## config.mk

```make
export PLATFORM = sky130hd
export DESIGN_NAME = alu_exec_flat
export DESIGN_NICKNAME = d
export VERILOG_FILES = /design/src/rtl/alu_exec_if.sv /design/src/rtl/alu_exec.sv /design/src/flat_wrapper.sv
export SDC_FILE = /design/constraint.sdc
export NUM_CORES = 1
export LEC_CHECK = 0
export CORE_MARGIN = 2
export CORE_UTILIZATION = 60
export DETAILED_ROUTE_END_ITERATION = 10
export PLACE_DENSITY = 0.85
export REMOVE_ABC_BUFFERS = 1
export SYNTH_ARGS = -nofsm -noshare
export SYNTH_HDL_FRONTEND = slang
export SYNTH_SLANG_ARGS = --single-unit
```

## constraint.sdc

```tcl
create_clock -name clk -period 7.5 [get_ports clk]
set_input_delay 0.75 -clock clk [delete_from_list [all_inputs] [get_ports clk]]
set_output_delay 0.75 -clock clk [all_outputs]
set_load 0.01 [all_outputs]
```

## src/rtl/alu_exec_if.sv

```systemverilog
// Request/response bundle for the execute-stage ALU: operands and op code in,
// result and flags out, with a valid/ready handshake on each side.
interface alu_exec_if #(
    parameter int WIDTH   = 32,
    parameter int SHAMT_W = 5
);
    logic               InValid;
    logic               InReady;
    logic [2:0]         ALUOperation;
    logic [WIDTH-1:0]   A;
    logic [WIDTH-1:0]   B;
    logic [SHAMT_W-1:0] Shamt;
    logic               OutValid;
    logic               OutReady;
    logic [WIDTH-1:0]   Result;
    logic               Zero;
    logic               Overflow;
    logic               Illegal;

    modport master (
        output InValid, ALUOperation, A, B, Shamt, OutReady,
        input  InReady, OutValid, Result, Zero, Overflow, Illegal
    );

    modport slave (
        input  InValid, ALUOperation, A, B, Shamt, OutReady,
        output InReady, OutValid, Result, Zero, Overflow, Illegal
    );
endinterface

```

## src/rtl/alu_exec.sv

```systemverilog
// Execute-stage ALU: and/or/add/sub/slt finish in one cycle, sll/srl shift one
// bit per cycle, so both sides carry a valid/ready handshake.
module alu_exec #(
    parameter int WIDTH   = 32,
    parameter int SHAMT_W = 5
) (
    input logic       clk,
    input logic       reset,
    alu_exec_if.slave bus
);

    typedef enum logic [2:0] {
        OP_AND = 3'b000,
        OP_OR  = 3'b001,
        OP_ADD = 3'b010,
        OP_SUB = 3'b011,
        OP_SLT = 3'b100,
        OP_SLL = 3'b101,
        OP_SRL = 3'b110,
        OP_ILL = 3'b111
    } op_t;

    typedef enum logic [1:0] {IDLE, SHIFT, DONE} state_t;

    state_t             state;
    op_t                op;
    logic [WIDTH-1:0]   shreg;
    logic [WIDTH-1:0]   sh_next;
    logic [SHAMT_W-1:0] count;
    logic               shift_left;
    logic               out_valid;
    logic [WIDTH-1:0]   result_q;
    logic               zero_q;
    logic               ovf_q;
    logic               ill_q;

    logic               accept;
    logic               start_shift;
    logic [WIDTH-1:0]   sum;
    logic [WIDTH-1:0]   diff;
    logic [WIDTH-1:0]   alu_res;
    logic               alu_ovf;

    assign op          = op_t'(bus.ALUOperation);
    assign bus.InReady = (state == IDLE) || (state == DONE && bus.OutReady);
    assign accept      = bus.InValid && bus.InReady;
    // A zero-distance shift is just a pass-through of B and takes the one-cycle path.
    assign start_shift = (op == OP_SLL || op == OP_SRL) && (bus.Shamt != '0);
    assign sum         = bus.A + bus.B;
    assign diff        = bus.A - bus.B;
    assign sh_next     = shift_left ? {shreg[WIDTH-2:0], 1'b0} : {1'b0, shreg[WIDTH-1:1]};

    // NOTE: every output of a combinational block gets a default first so no path leaves it unassigned (no latch).
    always_comb begin
        alu_res = '0;
        alu_ovf = 1'b0;
        case (op)
            OP_AND: alu_res = bus.A & bus.B;
            OP_OR:  alu_res = bus.A | bus.B;
            OP_ADD: begin
                alu_res = sum;
                alu_ovf = (bus.A[WIDTH-1] == bus.B[WIDTH-1]) && (sum[WIDTH-1] != bus.A[WIDTH-1]);
            end
            OP_SUB: begin
                alu_res = diff;
                alu_ovf = (bus.A[WIDTH-1] != bus.B[WIDTH-1]) && (diff[WIDTH-1] != bus.A[WIDTH-1]);
            end
            OP_SLT: alu_res = {{(WIDTH-1){1'b0}}, ($signed(bus.A) < $signed(bus.B))};
            OP_SLL, OP_SRL: alu_res = bus.B;
            default: alu_res = '0;
        endcase
    end

    // NOTE: state registers use non-blocking assignments so every flop samples pre-edge values.
    always_ff @(posedge clk or posedge reset) begin
        if (reset) begin
            state      <= IDLE;
            out_valid  <= 1'b0;
            result_q   <= '0;
            zero_q     <= 1'b0;
            ovf_q      <= 1'b0;
            ill_q      <= 1'b0;
            count      <= '0;
            shreg      <= '0;
            shift_left <= 1'b0;
        end else begin
            case (state)
                SHIFT: begin
                    shreg <= sh_next;
                    count <= count - SHAMT_W'(1);
                    if (count == SHAMT_W'(1)) begin
                        state     <= DONE;
                        out_valid <= 1'b1;
                        result_q  <= sh_next;
                        zero_q    <= (sh_next == '0);
                        ovf_q     <= 1'b0;
                        ill_q     <= 1'b0;
                    end
                end
                default: begin
                    if (accept) begin
                        if (start_shift) begin
                            state      <= SHIFT;
                            out_valid  <= 1'b0;
                            shreg      <= bus.B;
                            count      <= bus.Shamt;
                            shift_left <= (op == OP_SLL);
                        end else begin
                            state     <= DONE;
                            out_valid <= 1'b1;
                            result_q  <= alu_res;
                            zero_q    <= (alu_res == '0);
                            ovf_q     <= alu_ovf;
                            ill_q     <= (op == OP_ILL);
                        end
                    end else if (state == DONE && bus.OutReady) begin
                        state     <= IDLE;
                        out_valid <= 1'b0;
                    end
                end
            endcase
        end
    end

    assign bus.OutValid = out_valid;
    assign bus.Result   = result_q;
    assign bus.Zero     = zero_q;
    assign bus.Overflow = ovf_q;
    assign bus.Illegal  = ill_q;

endmodule

```

## src/flat_wrapper.sv

```systemverilog
// flat-port wrapper written by rule: the top's interface ports become plain ports
module alu_exec_flat 
#(
    parameter int WIDTH   = 32,
    parameter int SHAMT_W = 5
)
  (clk, reset, bus_InValid, bus_ALUOperation, bus_A, bus_B, bus_Shamt, bus_OutReady, bus_InReady, bus_OutValid, bus_Result, bus_Zero, bus_Overflow, bus_Illegal);
  alu_exec_if #(.WIDTH(WIDTH), .SHAMT_W(SHAMT_W)) bus_i ();
  input logic clk;
  input logic reset;
  input wire logic [$bits(bus_i.InValid)-1:0] bus_InValid;
  input wire logic [$bits(bus_i.ALUOperation)-1:0] bus_ALUOperation;
  input wire logic [$bits(bus_i.A)-1:0] bus_A;
  input wire logic [$bits(bus_i.B)-1:0] bus_B;
  input wire logic [$bits(bus_i.Shamt)-1:0] bus_Shamt;
  input wire logic [$bits(bus_i.OutReady)-1:0] bus_OutReady;
  output wire logic [$bits(bus_i.InReady)-1:0] bus_InReady;
  output wire logic [$bits(bus_i.OutValid)-1:0] bus_OutValid;
  output wire logic [$bits(bus_i.Result)-1:0] bus_Result;
  output wire logic [$bits(bus_i.Zero)-1:0] bus_Zero;
  output wire logic [$bits(bus_i.Overflow)-1:0] bus_Overflow;
  output wire logic [$bits(bus_i.Illegal)-1:0] bus_Illegal;
  assign bus_i.InValid = bus_InValid;
  assign bus_i.ALUOperation = bus_ALUOperation;
  assign bus_i.A = bus_A;
  assign bus_i.B = bus_B;
  assign bus_i.Shamt = bus_Shamt;
  assign bus_i.OutReady = bus_OutReady;
  assign bus_InReady = bus_i.InReady;
  assign bus_OutValid = bus_i.OutValid;
  assign bus_Result = bus_i.Result;
  assign bus_Zero = bus_i.Zero;
  assign bus_Overflow = bus_i.Overflow;
  assign bus_Illegal = bus_i.Illegal;
  alu_exec #(.WIDTH(WIDTH), .SHAMT_W(SHAMT_W)) u_core (.clk(clk), .reset(reset), .bus(bus_i));
endmodule
```

# Word-level counts from Yosys, hierarchy flattened
# Cells that the tools add are included.
# totals
regBits	76
inputBits	76
output_inout_bits	37
elab_cells	86
# classes
addsub	3
n_lt_le_gt_ge	1
eq_ne	16
mux	34
bitwise	3
n_reduce_logical	20
# ops
cell	count
32-bit 2-to-1 mux	8
32-bit case mux with 6 select lines	1
32-bit logical NOT	2
32-bit adder	1
32-bit bitwise AND	1
32-bit less-than comparator	1
32-bit bitwise OR	1
32-bit subtractor	1
1-bit 2-to-1 mux	16
5-bit 2-to-1 mux	3
3-bit == test (second input constant)	4
2-bit 2-to-1 mux	5
3-bit by 2-bit == test with 1-bit output (second input constant)	2
3-bit AND reduction	2
5-bit by 1-bit == test with 1-bit output (second input constant)	1
1-bit logical AND	5
5-bit nonzero test	1
5-bit by 1-bit subtractor with 5-bit output (second input constant)	1
2-bit AND reduction	2
2-bit nonzero test	2
3-bit by 1-bit == test with 1-bit output (second input constant)	1
3-bit logical NOT	1
1-bit inequality test	3
3-bit nonzero test	1
10 further kinds	11

# Logic depth before layout (Yosys ltp)
# Gate-level depths: netlist of the first run.
# logic_depth
word_depth	7
depth_mapped	14
depth_no_buf	14

# Worst setup path after synthesis of the first run
# OpenSTA, ideal clock, no wires.
# synth_path
kind	input -> register
start	in bus_B[0]
end	reg u_core.zero_q, in the netlist u_core.bus.Zero
setup_time_ps	92
arrival_ps	3703
t_required_ps	7408
setup_slack_ps	3705
cell_stages	14
path_buffers	0
path_cell_list	ha_1 > inv_1 > fa_1 > nand2b_1 > a211oi_1 > o21ai_1 > a31o_2 > o211ai_1 > a21oi_1 > a211o_1 > or4_1 > nor4_1 > nand4_1 > o31ai_2
# synth_via
elab_chain_cells	6
word_cells_on_any_way	10
cone_classes	2 x add/sub; 1 x order compare; 4 x mux; 2 x bitwise; 1 x reduce/logical
# synth_rtl
element	line	source
start: declaration	flat_wrapper.sv:14	input wire logic [$bits(bus_i.B)-1:0] bus_B;
32-bit subtractor, or another cell as far along	alu_exec.sv:50	assign diff = bus.A - bus.B;
32-bit case mux with 6 select lines *	alu_exec.sv:57	case (op)
32-bit logical NOT *	alu_exec.sv:112	zero_q <= (alu_res == '0);
1-bit 2-to-1 mux *	alu_exec.sv:102	if (start_shift) begin
1-bit 2-to-1 mux *	alu_exec.sv:101	if (accept) begin
1-bit 2-to-1 mux *	alu_exec.sv:87	case (state)
end signal: assignment	alu_exec.sv:95	zero_q <= (sh_next == '0);
end signal: assignment	alu_exec.sv:112	
end: declaration	alu_exec.sv:33	logic zero_q;
# Every way passes the cells marked *; elsewhere a longest branch is shown, timed or not. The select of a mux whose other input is x is not followed.
# A chain may end at the register's enable or synchronous reset.

# Worst setup path in the final report of the first run
# Same ends and word-level chain as after synthesis.

==> metrics.txt, run 1 <==
die height=128 µm; Seq pwr share=28.4%; Synth area leaders=dfrtp_1, ha_1, nor2_1; Avg Inst Size Synth=7.59 µm²; first-pass GRT wire length=54200 µm; Slew HR=34.9%; switching power total=1120 µW; sw frac=44.7%; fin area=0.0107 mm²; Final nets=1470; Crit Path Class=in -> reg; minimum clock period=5.12 ns; final worst setup slack=2.38 ns; Cells after Synth=1216; Int Pwr=1390 µW; max_cap viols=0; count leader, synth=nor2_1; Area Growth Syn to Fin=16.1%; layout cells sized above 1=4.58%; ys async rst share=100%; unrepaired setup endpoints after global routing=no; worst-margin pin slew=0.976 ns; fillers=1264; Gate power share=55.1%; Critical Path AT=5.37 ns; CTS Buffer Depth=2; antenna violations before repair=0; DR DRC count=0; final max-slew violation count=0; top post-synthesis cells by count=nor2_1, ha_1, nand2_1; I/O Pins=113; Setup Buffers After CTS=0; Starting DRT DRC Count=1803; synthesized area=0.00924 mm²; endpoints failing hold=0; Rows=45; crit-path cells=clkdlybuf4s50_1, ha_1, fa_1, nor2_1, o311ai_2, a211oi_1, nor3b_1, a311oi_1, a221oi_1, o221ai_1, a221oi_1, and4_1, nand4_1, o31ai_2; # setup viols final=0; wire length per cell=24.1 µm; Seq/Total Area, Yosys=20.3%; fin crit share=68.2%; share of the synthesized area in the top cell type=20.3%; Crit Path Max Fanout=6; Clk pwr share=16.5%; status=complete, no violations; Worst VDD drop=0.177 mV; slowest CP cell=nor3b_1; number of diodes=0; startpoint type of the worst setup path=input port; PortBufs=112; Post-synth EDFFs=0; clk_lat worst skew=0.34 ns; Critical Path Sink Type=register; setup tns final=0 ns; leakage=0.00467 µW; WL final=35500 µm; dpl cell area=0.0104 mm²; post-CTS sizing=0; CTS Hold Bufs=0; Num Clock Sinks=75; total grt overflow=0; CTS Root Cell=clkbuf_16; Clock Skews=0.0100 ns; f_max=0.195 GHz; CTS buffer count=9; FF-to-FF setup slack=3.80 ns; CP top delay family=compound AO/OA/AOI/OAI gates; dpl hpwl=26300 µm; CTS H-Tree Depth=3; Pre-antenna DRT Iters=6; P per Cell Area=235 mW/mm²; post-synth cell types=75; vias in the first global route=9707; post-DR vias/cell=7.18; Synth Flop Type=dfrtp_1; CP required=7.75 ns; core area=0.0151 mm²; via count=10600; Final GP Congestion=0.997; CP most frequent cell=a221oi_1; worst min-delay path class=reg -> reg; number of nets with antenna violations after routing=0; Starting Density=61.0%; CP bufs+invs=1; die width=128 µm; synth warn=0; Die ar.=0.0164 mm²; CTS tree=yes; crit-path max cell delay=0.64 ns; gr usage total=42.4%; largest net degree at the start of global routing=76; pre-CTS WS=2.35 ns; Yosys reg bits=75; clock transition at the registers of the reported paths=0.06 ns; area leader, netlist=dfrtp_1
power groups by stage:
| stage | clock network, µW | registers [µW] | logic [µW] |
|---|---|---|---|
| detailed placement | 0 | 705 | 1340 |
| finish | 416 | 715 | 1390 |
| global route | 428 | 723 | 1470 |
| global placement | 0 | 704 | 1320 |
| floorplan | 0 | 724 | 741 |
| CTS | 409 | 704 | 1350 |
logic make-up (layout without fill, tap and decap cells):
group	Yosys count	after routing	share of synthesized area [%]
adders and majority gates	112	112	15.3
muxes	37	37	4.05
xor gates and xnor gates	24	24	2.28
buffers and inverters	177	248	7.33
and+or+nand+nor	382	382	19.4
DFF	75	75	20.3
AOI/OAI and AO/OA	409	409	31.3
sequential cells by signal, summed over array words and instances, names as in the netlist:
| signal | count |
|---|---|
| u_core.bus.Zero | 1 |
| u_core.bus.OutValid | 1 |
| u_core.count | 5 |
| u_core.shreg | 32 |
| u_core.shift_left | 1 |
| u_core.state | 1 |
| u_core.bus.Result | 32 |
| u_core.bus.Overflow | 1 |
| u_core.bus.Illegal | 1 |
cell type report:
| class | instances | area [µm²] | area share [%] |
|---|---|---|---|
| clock buffer | 11 | 253 | 2.36 |
| sequential | 75 | 1880 | 17.5 |
| inverter | 101 | 379 | 3.53 |
| clock inverter | 5 | 27.5 | 0.257 |
| multi-input combinational | 964 | 6700 | 62.4 |
| timing repair buffer | 131 | 1260 | 11.7 |
| tap | 188 | 235 | 2.19 |
through the flow:
step	util, %	hold slack (ns)	power, µW	cells
detailed placement	69.0	0.472	2040	1459
global route	70.8	0.517	2620	1475
global placement	69.0	0.460	2020	1459
finish	70.8	0.485	2520	1475
CTS	70.8	0.485	2460	1475
floorplan	-	0.467	1470	1140
placed cells by master (no fill, tap or decap), drive strengths merged, types with 13 or more instances in the layout:
cell	count
nor3	21
a31oi	14
o31ai	16
nor2	134
a211oi	28
o21ai	76
nor2b	16
o211ai	13
nand3	18
o221ai	14
xnor2	21
ha	110
a221o	46
clkdlybuf4s50	111
inv	99
nand4	19
dfrtp	75
nor4	19
buf	20
mux2i	34
nand2	105
nand2b	14
a21oi	95
path summary, 6_finish.rpt:
path / to / cells past startpoint / from
hold reg to reg: u_core.bus.Result[1]$_DFFE_PP0P_ / 2 / u_core.bus.Result[1]$_DFFE_PP0P_
setup / recovery: u_core.bus.Zero$_DFFE_PP0P_ / 14 / bus_B[0]
hold / removal: u_core.bus.Result[1]$_DFFE_PP0P_ / 2 / u_core.bus.Result[1]$_DFFE_PP0P_
max in group asynchronous: u_core.shreg[12]$_DFFE_PP0P_ / 3 / reset
setup reg to reg: u_core.bus.Zero$_DFFE_PP0P_ / 12 / u_core.state[0]$_DFFE_PP0P_
min in group asynchronous: u_core.shreg[26]$_DFFE_PP0P_ / 3 / reset
metal layers:
metal	track usage [%]	part of all wire (%)	wire, µm
met4	17.7	4.8	1720
met1	60.4	40	14400
met2	62.3	41	14600
met5	0	0	0
met3	8.72	13	4790
worst min-delay path, cell delays in order (launching register included):
cell,delay (ns)
dfrtp_1,0.34
nand2_1,0.06
o31ai_1,0.06
Power figures use the tool's default switching activity.
==> run 2, diff against run 1 <==
- CORE_UTILIZATION: 60 -> 53
- PLACE_DENSITY: 0.85 -> 0.8
- clock period: 7.5 -> 4.7 ns (I/O delays scaled with it)
==> run 2 against run 1 <==
  * Global-route usage fell by 3.7 points
  * Die area rose by 13%
  * Setup slack got worse by 2.1 ns
  * Count of clock-buffer cells in the layout did not move
  * Combinational power rose by 59%
  * Wire length rose by 1.5%
  * Critical path depth did not move
  * Critical endpoint unchanged
  * Largest cell class unchanged
==> metrics.txt, run 2 (same netlist as run 1, synthesis figures left out) <==
fin crit share=94.2%; CP required=4.96 ns (was 7.75 ns); crit-path cells=clkdlybuf4s50_1, inv_1, ha_1, and3_1, a221o_1, a22oi_1, nand3_1, a21oi_1, mux2i_1, a211oi_1, nand4_1, nor4_1, nand4_1, o31ai_2 (was clkdlybuf4s50_1, ha_1, fa_1, nor2_1, o311ai_2, a211oi_1, nor3b_1, a311oi_1, a221oi_1, o221ai_1, a221oi_1, and4_1, nand4_1, o31ai_2); Num Clock Sinks=75 (unchanged); minimum clock period=4.43 ns; # setup viols final=0 (unchanged); DR DRC count=0 (unchanged); Hold Startpoint=u_core.bus.Result[2]$_DFFE_PP0P_ (was u_core.bus.Result[1]$_DFFE_PP0P_); final max-slew violation count=0 (unchanged); I/O Pins=113 (unchanged); Slew HR=33.6% (was 34.9%); antenna violations before repair=0 (unchanged); endpoints failing hold=0 (unchanged); vias in the first global route=9899 (was 9707); max_cap viols=0 (unchanged); fin area=0.0111 mm² (was 0.0107 mm²); CTS Root Cell=clkbuf_16 (unchanged); Hold Crit Endpoint=u_core.bus.Result[2]$_DFFE_PP0P_ (was u_core.bus.Result[1]$_DFFE_PP0P_); fillers=1528 (was 1264); Critical Path Sink Type=register (unchanged); Crit Path Class=in -> reg (unchanged); commonest non-fill, non-tap cells in the layout=nor2_1, clkdlybuf4s50_1, ha_1 (unchanged); Starting Density=53.8% (was 61.0%); Setup Buffers After CTS=0 (unchanged); gr usage total=38.7% (was 42.4%); number of diodes=0 (unchanged); die width=136 µm (was 128 µm); worst reg2reg path depth=10 (was 12); Clock Skews=0.00402 ns (was 0.0100 ns); crit-path max cell delay=0.64 ns (about the same); Starting DRT DRC Count=1225 (was 1803); post-DR vias/cell=6.75 (was 7.18); CTS H-Tree Depth=3 (unchanged); commonest non-fill, non-tap cell in the layout=nor2_1 (unchanged); worst-margin pin slew=0.995 ns (was 0.976 ns); Hold Path Cell Cnt=2 (unchanged); FF-to-FF End=u_core.bus.Zero$_DFFE_PP0P_ (unchanged); dpl cell area=0.0108 mm² (was 0.0104 mm²); via count=10500 (was 10600); Crit Path Max Fanout=10 (was 6); CTS buffer count=9 (unchanged); CTS Hold Bufs=0 (unchanged); core area=0.0172 mm² (was 0.0151 mm²); clock transition at the registers of the reported paths=0.06 ns (about the same); f_max=0.226 GHz; dpl cells=1536 (was 1459); Worst VDD drop=0.399 mV (was 0.177 mV); Hold WS=0.494 ns (was 0.485 ns); dpl hpwl=27700 µm (was 26300 µm); layout cells sized above 1=7.31% (was 4.58%); CP most frequent cell=nand4_1 (was a221oi_1); Post-Route Utilization=64.6% (was 70.8%); R2R Path Start=u_core.state[0]$_DFFE_PP0P_ (unchanged); Final GP Congestion=0.975 (was 0.997); Rows=48 (was 45); Critical Path AT=4.68 ns (was 5.37 ns); total grt overflow=0 (unchanged); CTS tree=yes (unchanged); Final nets=1510 (was 1470); PortBufs=112 (unchanged); post-CTS sizing=0 (unchanged); CP top delay family=compound AO/OA/AOI/OAI gates (unchanged); wire length per cell=23.2 µm (was 24.1 µm); unrepaired setup endpoints after global routing=no (unchanged); WL final=36000 µm (was 35500 µm); Area Growth Syn to Fin=20.2% (was 16.1%); FF-to-FF setup slack=1.02 ns (was 3.80 ns); die height=136 µm (was 128 µm); CP bufs+invs=2 (was 1); slowest CP cell=a211oi_1 (was nor3b_1); first-pass GRT wire length=55300 µm (was 54200 µm); CTS Buffer Depth=2 (unchanged); Die ar.=0.0185 mm² (was 0.0164 mm²); largest net degree at the start of global routing=67 (was 76); P per Cell Area=366 mW/mm² (was 235 mW/mm²); number of nets with antenna violations after routing=0 (unchanged); final cell count without fillers=1552 (was 1475); leakage=0.00487 µW (was 0.00467 µW); Pre-antenna DRT Iters=7 (was 6); total chip power=4060 µW (was 2520 µW); startpoint type of the worst setup path=input port (unchanged); clk_lat worst skew=0.34 ns (about the same); worst min-delay path class=reg -> reg (unchanged); status=complete, no violations (unchanged)
## run 2: changes by cell type in the layout (fill, tap and decap cells not counted), sizes merged
cell | previous run | this run
buf | 20 | 60
bufinv | 0 | 1
clkinv | 6 | 5
## run 2: worst max path at each step
stage                             start                           to  slack (ns)  cells after the start
global placement               bus_B[6]  u_core.bus.Zero$_DFFE_PP0P_        0.11                     14
global route                   bus_B[6]  u_core.bus.Zero$_DFFE_PP0P_        0.03                     14
detailed placement             bus_B[6]  u_core.bus.Zero$_DFFE_PP0P_        0.05                     14
finish                         bus_B[6]  u_core.bus.Zero$_DFFE_PP0P_        0.27                     14
CTS                            bus_B[6]  u_core.bus.Zero$_DFFE_PP0P_        0.38                     14
floorplan           bus_ALUOperation[0]  u_core.count[0]$_DFFE_PP0P_       -1.04                      6
## run 2: power by group
group	total, µW	internal, µW	leakage, µW	switching (µW)
clock	695	423	0.000145	272
combinational	2210	958	0.00375	1250
sequential	1150	907	0.000967	247
## run 2: area by class of cell
type	count	area, µm²	area share, %
Clock buffer	11	243	2.19
Clock inverter	5	52.6	0.474
Inverter	101	379	3.42
Multi-Input combinational cell	964	6690	60.3
Sequential cell	75	1880	16.9
Tap cell	225	282	2.54
Timing Repair Buffer	171	1570	14.2
## run 2: worst min-delay path, cell delays in order, from the launching register on
cell      delay, ns
dfrtp_1        0.34
nand2_1        0.06
o221ai_1       0.06
## run 2: metrics by stage
stage / setup slack, ns / TNS (ns)
after floorplan: -1.04 / -32.09
after global placement: 0.111 / 0
after detailed placement: 0.0537 / 0
after CTS: 0.384 / 0
after global routing: 0.0300 / 0
final: 0.271 / 0
## run 2: metal layers
metal / share of wire, % / global-route usage (%) / routed length [µm]
met2: 43 / 59.4 / 15600
met5: 0 / 0 / 0
met4: 3.0 / 10.9 / 1090
met3: 13 / 9.10 / 4500
met1: 41 / 54.0 / 14800
==> run 3, diff against run 2 <==
- CAP_MARGIN: unset -> 15
- SKIP_LAST_GASP: unset -> 1
==> results of run 3 <==
Same layout as run 2: the final DEF is identical, and so are final timing and power.
